==> src/rtl/instr_fetch.sv <==
// ============================================================================
// Module  : instr_fetch
// Purpose : Fetch stage; owns the PC and feeds decode with one word per cycle.
// Revision: 1.0  initial release
// ============================================================================
`default_nettype none

module instr_fetch #(
  parameter logic [31:0] RESET_PC = 32'h0040_0000
) (
  input  logic        CLK,
  input  logic        RESET,
  input  logic [31:0] Alt_PC_IN,
  input  logic        Request_Alt_PC_IN,
  input  logic        Freeze_IN,
  output logic        IMem_Req_OUT,
  output logic [31:0] IMem_Addr_OUT,
  input  logic [31:0] IMem_Data_IN,
  input  logic        IMem_Valid_IN,
  output logic [31:0] Instr1_OUT,
  output logic [31:0] Instr_PC_OUT,
  output logic [31:0] Instr_PC_Plus4_OUT
);

  typedef enum logic [1:0] {
    ST_RUN  = 2'd0,
    ST_HOLD = 2'd1,
    ST_KILL = 2'd2
  } state_t;

  state_t      r_state, w_state_nxt;
  logic [31:0] r_pc, w_pc_nxt;
  logic        r_busy, w_busy_nxt;
  logic [31:0] r_buf, w_buf_nxt;
  logic [31:0] r_buf_pc, w_buf_pc_nxt;
  logic [31:0] r_kill_addr, w_kill_addr_nxt;
  logic [31:0] r_instr, w_instr_nxt;
  logic [31:0] r_instr_pc, w_instr_pc_nxt;
  logic [31:0] r_instr_pc4, w_instr_pc4_nxt;
  logic        w_req;
  logic        w_pending;

  always_comb begin
    w_req = 1'b0;
    case (r_state)
      ST_RUN:  w_req = r_busy | ~Freeze_IN;
      ST_KILL: w_req = 1'b1;
      default: w_req = 1'b0;
    endcase
  end

  // A request that is up this cycle and unanswered must be drained, even if
  // it was only raised this cycle, because the cache cannot abort it.
  assign w_pending = w_req & ~IMem_Valid_IN;

  assign IMem_Req_OUT       = w_req;
  assign IMem_Addr_OUT      = (r_state == ST_KILL) ? r_kill_addr : r_pc;
  assign Instr1_OUT         = r_instr;
  assign Instr_PC_OUT       = r_instr_pc;
  assign Instr_PC_Plus4_OUT = r_instr_pc4;

  always_ff @(posedge CLK or negedge RESET) begin
    if (!RESET) begin
      r_state     <= ST_RUN;
      r_pc        <= RESET_PC;
      r_busy      <= 1'b0;
      r_buf       <= 32'd0;
      r_buf_pc    <= 32'd0;
      r_kill_addr <= 32'd0;
      r_instr     <= 32'd0;
      r_instr_pc  <= 32'd0;
      r_instr_pc4 <= 32'd0;
    end else begin
      r_state     <= w_state_nxt;
      r_pc        <= w_pc_nxt;
      r_busy      <= w_busy_nxt;
      r_buf       <= w_buf_nxt;
      r_buf_pc    <= w_buf_pc_nxt;
      r_kill_addr <= w_kill_addr_nxt;
      r_instr     <= w_instr_nxt;
      r_instr_pc  <= w_instr_pc_nxt;
      r_instr_pc4 <= w_instr_pc4_nxt;
    end
  end

  always_comb begin
    w_state_nxt     = r_state;
    w_pc_nxt        = r_pc;
    w_busy_nxt      = r_busy;
    w_buf_nxt       = r_buf;
    w_buf_pc_nxt    = r_buf_pc;
    w_kill_addr_nxt = r_kill_addr;
    w_instr_nxt     = r_instr;
    w_instr_pc_nxt  = r_instr_pc;
    w_instr_pc4_nxt = r_instr_pc4;

    if (Request_Alt_PC_IN) begin
      w_pc_nxt    = Alt_PC_IN;
      w_instr_nxt = 32'd0;
      if (w_pending) begin
        w_state_nxt = ST_KILL;
        w_busy_nxt  = 1'b1;
        // Re-redirects while draining keep the original drained address.
        if (r_state != ST_KILL)
          w_kill_addr_nxt = r_pc;
      end else begin
        w_state_nxt = ST_RUN;
        w_busy_nxt  = 1'b0;
      end
    end else begin
      case (r_state)
        ST_RUN: begin
          if (w_req) begin
            if (IMem_Valid_IN) begin
              w_pc_nxt   = r_pc + 32'd4;
              w_busy_nxt = 1'b0;
              if (Freeze_IN) begin
                w_buf_nxt    = IMem_Data_IN;
                w_buf_pc_nxt = r_pc;
                w_state_nxt  = ST_HOLD;
              end else begin
                w_instr_nxt     = IMem_Data_IN;
                w_instr_pc_nxt  = r_pc;
                w_instr_pc4_nxt = r_pc + 32'd4;
              end
            end else begin
              w_busy_nxt = 1'b1;
              if (!Freeze_IN)
                w_instr_nxt = 32'd0;
            end
          end
        end
        ST_HOLD: begin
          if (!Freeze_IN) begin
            w_instr_nxt     = r_buf;
            w_instr_pc_nxt  = r_buf_pc;
            w_instr_pc4_nxt = r_buf_pc + 32'd4;
            w_state_nxt     = ST_RUN;
          end
        end
        ST_KILL: begin
          w_instr_nxt = 32'd0;
          if (IMem_Valid_IN) begin
            w_busy_nxt  = 1'b0;
            w_state_nxt = ST_RUN;
          end
        end
        default: begin
          w_state_nxt = ST_RUN;
          w_busy_nxt  = 1'b0;
        end
      endcase
    end
  end

endmodule

`default_nettype wire

==> config.mk <==
export PLATFORM = sky130hd
export DESIGN_NAME = instr_fetch
export DESIGN_NICKNAME = d
export VERILOG_FILES = /design/src/rtl/instr_fetch.sv
export SDC_FILE = /design/constraint.sdc
export NUM_CORES = 1
export LEC_CHECK = 0
export BUFFER_PORTS_ARGS = -buffer_cell sky130_fd_sc_hd__buf_2
export CORE_AREA = 2 2 156 158
export DETAILED_ROUTE_END_ITERATION = 7
export DIE_AREA = 0 0 158 160
export PLACE_DENSITY = 0.71
export SYNTH_ARGS = -nofsm -noshare
export SYNTH_HDL_FRONTEND = slang
export SYNTH_SLANG_ARGS = --single-unit
export TNS_END_PERCENT = 30
==> constraint.sdc <==
create_clock -name CLK -period 4 [get_ports CLK]
set_input_delay 0.4 -clock CLK [delete_from_list [all_inputs] [get_ports CLK]]
set_output_delay 0.4 -clock CLK [all_outputs]
set_load 0.1 [all_outputs]
==> flow_summary.json, run 1 <==
{
  "rows": 57,
  "initial_utilization_pct": 48.5,
  "root_buffer": "clkbuf_16",
  "synth_edf_count": 0,
  "synth-main-ff-cell": "dfrtp_1",
  "grt_pass1_wl_um": 47900,
  "cts_hold_buf": 1,
  "cts_tree": "yes",
  "die_h_um": 160,
  "drc_errors": 0,
  "critPathLaunch": "r_state[0]",
  "die-area_mm2": 0.0253,
  "wirelength_um": 29500,
  "fin_nets": 1326,
  "reg2reg_slack_ns": 1.26,
  "vias": 9042,
  "ys_top_cells_by_area": "dfrtp_1 48%, mux2_2 12%, nand2_1 5.0%",
  "status": "finished, final reports clean",
  "syn-cell-area_mm2": 0.0116,
  "grt_antenna_before_repair": 1,
  "period_needed_ns": 2.89,
  "crit_end": "IMem_Req_OUT",
  "clkLatencyLatePin_ns": 0.53,
  "io_pins": 198,
  "seq_area_frac_synth_pct": 48.7,
  "slowest_stage": "buf_2",
  "overflow": 0,
  "wl_per_cell_um": 18.5,
  "dr.pass1.iters": 7,
  "syn_nets": 1200,
  "grt_max_degree": 103,
  "final_common_cell": "dfrtp_1",
  "hold_class": "input port to flip-flop",
  "timing.final.crit_share_pct": 72.3,
  "place_hpwl_um": 20400,
  "end_kind": "primary output",
  "path_buf_inv": 3,
  "required_ns": 3.60,
  "cts_sinks": 225,
  "drt_iter0_markers": 634,
  "crit_cells": 6,
  "htreeDepth": 1,
  "numCtsBuffers": 25,
  "area_delta_synth_final_pct": 16.7,
  "maxSlewViolCount": 0,
  "multi_input_comb_area_mm2": 0.00545,
  "ys.warnings.count": 0,
  "critical_path_class": "flip-flop to primary output",
  "rr_worst_depth": 8,
  "fillers": 2130,
  "crit_chain": "inv_1 -> ha_1 -> buf_4 -> a21oi_1 -> nor2_1 -> buf_2",
  "yosys.area.top_type": "dfrtp_1",
  "cp_max_fo": 36,
  "dieWidth_um": 158,
  "io_buffers": 197,
  "setup_viol": 0,
  "cts_setup_buffers": 0,
  "slowest_delay_ns": 0.48,
  "cp_data_arrival_time_ns": 2.49,
  "postRouteAntennaNets": 0,
  "max_freq_ghz": 0.346,
  "cts_resized": 0,
  "synth_async_sr_flop_share_pct": 100,
  "drv_cap": 0,
  "final_hold_viol_count": 0,
  "syn_avg_cell_area_um2": 10.3,
  "mostFrequentLayoutCells": "224 x dfrtp_1, 195 x buf_2, 154 x nand2_1",
  "finalClockSkew_ns": 0.0182,
  "final.setup.tns_ns": 0,
  "clkTransAtPathRegs_ns": 0.06,
  "relSlewSlack_pct": 38.4,
  "ys_ff_latch": 225,
  "timing.rr.start": "r_state[0]",
  "gp_congestion": 0.860,
  "grt_pass1_vias": 8626,
  "synth_top_area_share_pct": 48.5,
  "rsz0062_at_grt": "false",
  "seqCellArea_mm2": 0.00563,
  "critPathLaunchType": "flip-flop",
  "crit_family": "buffers and inverters",
  "regToRegEndpoint": "r_kill_addr[23]",
  "synthDistinctLibCells": 52,
  "clk_path_buf_depth": 3,
  "via_per_inst": 5.67,
  "grt_use_total_pct": 23.5,
  "tightest_slew_ns": 0.917,
  "synthCells": 1124,
  "fp.coreArea_mm2": 0.0238,
  "hold_start": "Alt_PC_IN[5]",
  "hold_slack_ns": 0.0817,
  "drive_above_1_share_pct": 30.9
}
[per-stage QoR]
| stage | instance area (um2) | util (%) | setup WS [ns] | instances |
|---|---|---|---|---|
| floorplan | 11600 | - | 0.417 | 1124 |
| CTS | 13500 | 56.6 | 1.09 | 1592 |
| finish | 13500 | 56.6 | 1.11 | 1594 |
| global route | 13500 | 56.6 | 0.903 | 1592 |
| global placement | 12700 | 53.2 | 1.37 | 1546 |
| detailed placement | 12700 | 53.2 | 1.27 | 1546 |
[area by class of cell]
type,count,area share (%)
multi-input combinational,777,40.4
clock inverter,10,0.658
tap,324,3.00
timing repair buffer,211,8.57
antenna,2,0.0371
sequential,225,41.7
clock buffer,35,5.29
inverter,10,0.278
[state kept, by name, indices dropped and copies added (netlist names)]
name	flops
r_kill_addr	32
r_busy	1
r_pc	32
Instr_PC_OUT	32
r_state	2
r_buf	32
Instr_PC_Plus4_OUT	30
Instr1_OUT	32
r_buf_pc	32
[kinds of logic (layout without fill, tap and decap cells)]
kind of cell / count (synthesis) / in the layout / synth area share, %
muxes: 168 / 168 / 15.9
buffers and inverters: 122 / 266 / 4.39
adders and majority gates: 7 / 7 / 0.758
xor gates and xnor gates: 56 / 56 / 4.24
DFF: 225 / 225 / 48.7
and+or+nand+nor: 329 / 329 / 13.8
AOI/OAI and AO/OA: 217 / 217 / 12.1
other: 0 / 2 / 0
[tightest hold or removal path, stage by stage]
cell,delay (ns)
buf_2,0.08
nand2_1,0.04
o21ai_0,0.06
[per-layer routing]
metal | vias up | wire [um] | GRT usage (%)
li1 | 4306 | - | -
met1 | 4361 | 13100 | 34.3
met2 | 328 | 13300 | 35.4
met3 | 47 | 2500 | 5.48
met4 | 0 | 672 | 6.06
met5 | - | 0 | 0
[how the worst min path moves through the flow]
| stage | to | slack [ns] | depth (start not counted) |
|---|---|---|---|
| 4_1_cts | r_pc[5] | 0.07 | 3 |
| 3_5_place_dp | Instr1_OUT[28] | 0.46 | 2 |
| 3_3_place_gp | Instr1_OUT[0] | 0.45 | 2 |
| 2_1_floorplan | Instr1_OUT[0] | 0.10 | 0 |
| 5_1_grt | r_pc[6] | 0.08 | 3 |
| 6_report | r_pc[5] | 0.08 | 3 |
[cells in the mapped netlist (2+ instances only)]
| cell | instances |
|---|---|
| nand2_1 | 154 |
| nor4_1 | 19 |
| a22oi_1 | 31 |
| nor3_1 | 41 |
| nand4_1 | 28 |
| nand2b_1 | 2 |
| dfrtp_1 | 224 |
| xor2_1 | 15 |
| buf_4 | 4 |
| and2_1 | 5 |
| a31o_2 | 4 |
| o21a_1 | 7 |
| a21oi_1 | 14 |
| or3_1 | 4 |
| mux2_2 | 125 |
| clkbuf_1 | 74 |
| o21ai_0 | 89 |
| xnor2_1 | 41 |
| inv_1 | 9 |
| a22o_1 | 2 |
| buf_2 | 27 |
| and4_1 | 9 |
| mux2i_1 | 43 |
| a21boi_0 | 2 |
| buf_1 | 6 |
| a31oi_1 | 3 |
| ha_1 | 7 |
| nor2_1 | 20 |
| and2_0 | 2 |
| and3_1 | 7 |
| o31ai_1 | 46 |
| nor3b_1 | 2 |
| or4_1 | 5 |
| o31a_1 | 10 |
| or3b_2 | 2 |
| o41ai_1 | 2 |
| nand3_1 | 24 |
Power of run 1 is left out: the tool's default activity adds up to more than one toggle a clock period on the data nets, which glitch-free logic cannot reach.
==> run 2: changes to the inputs <==
PLACE_DENSITY = 0.74   (was 0.71)
clock period = 2.4 ns   (was 4 ns; I/O delays follow)
==> flow_summary.json, run 2 (same netlist as run 1, synthesis figures left out) <==
{
  "status": "finished, final reports clean",
  "cpMostUsedCell": "buf_12",
  "final_common_cell": "dfrtp_1",
  "clkTransAtPathRegs_ns": 0.06,
  "critical_path_class": "flip-flop to primary output",
  "final.setup.tns_ns": 0,
  "ir_drop_uv": 1060,
  "grt_max_degree": 74,
  "fin_nets": 1433,
  "period_needed_ns": 2.30,
  "required_ns": 2.16,
  "wl_per_cell_um": 18.8,
  "fin_cells": 1699,
  "post-route-util_pct": 63.6,
  "max_freq_ghz": 0.434,
  "relSlewSlack_pct": 59.6,
  "seqCellArea_mm2": 0.00563,
  "cts_sinks": 225,
  "p_leak_nw": 6.64,
  "grt_pass1_wl_um": 50600,
  "postRouteAntennaNets": 0,
  "dpl_worst_slack_ns": 0.147,
  "drive_above_1_share_pct": 32.0,
  "gp_congestion": 0.859,
  "slowest_stage": "dfrtp_1",
  "maxSlewViolCount": 0,
  "wirelength_um": 31900,
  "grt_pass1_vias": 9373,
  "htreeDepth": 1,
  "power_mw": 23.4,
  "multi_input_comb_area_mm2": 0.00549,
  "setup_slack_ns": 0.0971,
  "clk_path_buf_depth": 3,
  "die-area_mm2": 0.0253,
  "end_kind": "primary output",
  "vias": 9686,
  "drc_errors": 0,
  "hold_slack_ns": 0.0458,
  "fillers": 1881,
  "place_hpwl_um": 21200,
  "rows": 57,
  "initial_utilization_pct": 48.5,
  "tightest_slew_ns": 0.605,
  "antenna_cells": 0,
  "drt_iter0_markers": 790,
  "cp_data_arrival_time_ns": 2.06,
  "crit_chain": "ha_4 -> buf_12 -> clkbuf_16 -> o21ai_1 -> buf_12",
  "hold_start": "IMem_Valid_IN",
  "hold_class": "input port to flip-flop",
  "design_area_mm2": 0.0151,
  "fp.coreArea_mm2": 0.0238,
  "dieWidth_um": 158,
  "dpl-instance-area_mm2": 0.0135,
  "setup_viol": 0,
  "placed_cells": 1584,
  "power_density_mw_per_mm2": 1540,
  "root_buffer": "clkbuf_16",
  "cts_tree": "yes",
  "slowest_delay_ns": 0.45,
  "timing.final.crit_share_pct": 96.0,
  "critPathLaunchType": "flip-flop",
  "rsz0062_at_grt": "false",
  "critPathLaunch": "r_state[1]",
  "numCtsBuffers": 25,
  "final_hold_viol_count": 0,
  "area_delta_synth_final_pct": 31.0,
  "via_per_inst": 5.70,
  "io_buffers": 197,
  "timing.rr.start": "r_buf_pc[10]",
  "dr.pass1.iters": 5,
  "finalClockSkew_ns": 0.0138,
  "drv_cap": 0,
  "io_pins": 198,
  "cp_max_fo": 9,
  "grt_use_total_pct": 24.9,
  "mostFrequentLayoutCells": "224 x dfrtp_1, 162 x buf_2, 154 x nand2_1",
  "die_h_um": 160,
  "grt_antenna_before_repair": 1,
  "overflow": 0,
  "clkLatencyLatePin_ns": 0.52
}
run 2: critical path: cells and delay by family, from the launching register on:
family / cells / cell delay [ns]
flip-flops: 1 / 0.45
adder cells (fa/ha/maj): 1 / 0.20
AO/OA/AOI/OAI: 1 / 0.34
buffers and inverters: 3 / 0.53
run 2: final timing paths:
path / end / slack [ns] / cells past startpoint
hold reg to reg: Instr_PC_OUT[8] / 0.47 / 2
max in group asynchronous: r_pc[22] / 1.34 / 3
min in group asynchronous: Instr_PC_Plus4_OUT[3] / 0.29 / 2
setup reg to reg: Instr_PC_Plus4_OUT[30] / 0.11 / 5
setup / recovery: IMem_Addr_OUT[31] / 0.1 / 5
hold / removal: r_busy / 0.05 / 2
run 2: cell type report:
class                      instances  area share, %
timing repair buffer             318           18.0
tap                              324           2.68
clock inverter                    12           1.12
clock buffer                      33           4.46
sequential                       225           37.2
multi-input combinational        777           36.3
inverter                          10          0.248
run 2: timing repair:
action                                  in CTS  in global routing
hold endpoints to repair                   134                  0
gates cloned                                 0                  1
pin swaps                                    0                  1
endpoints found under the setup margin      16                 34
buffers inserted                             0                  4
resized for setup                            9                  3
hold buffers                                65                  0
run 2: report_power, final:
part	total (mW)	internal [mW]	switching [mW]	leakage [nW]
combinational	13.1	3.77	9.29	3.40
sequential	6.37	5.27	1.10	2.82
clock	3.94	2.41	1.53	0.410
total	23.4	11.4	11.9	6.64
run 2: layer usage:
| metal | vias up | GRT usage (%) | routed length (um) |
|---|---|---|---|
| met5 | - | 0 | 13 |
| met4 | 2 | 6.31 | 670 |
| met3 | 50 | 5.81 | 2510 |
| met2 | 391 | 39.7 | 15200 |
| met1 | 4728 | 34.6 | 13600 |
| li1 | 4515 | - | - |
(Power assumes the default switching activity.)
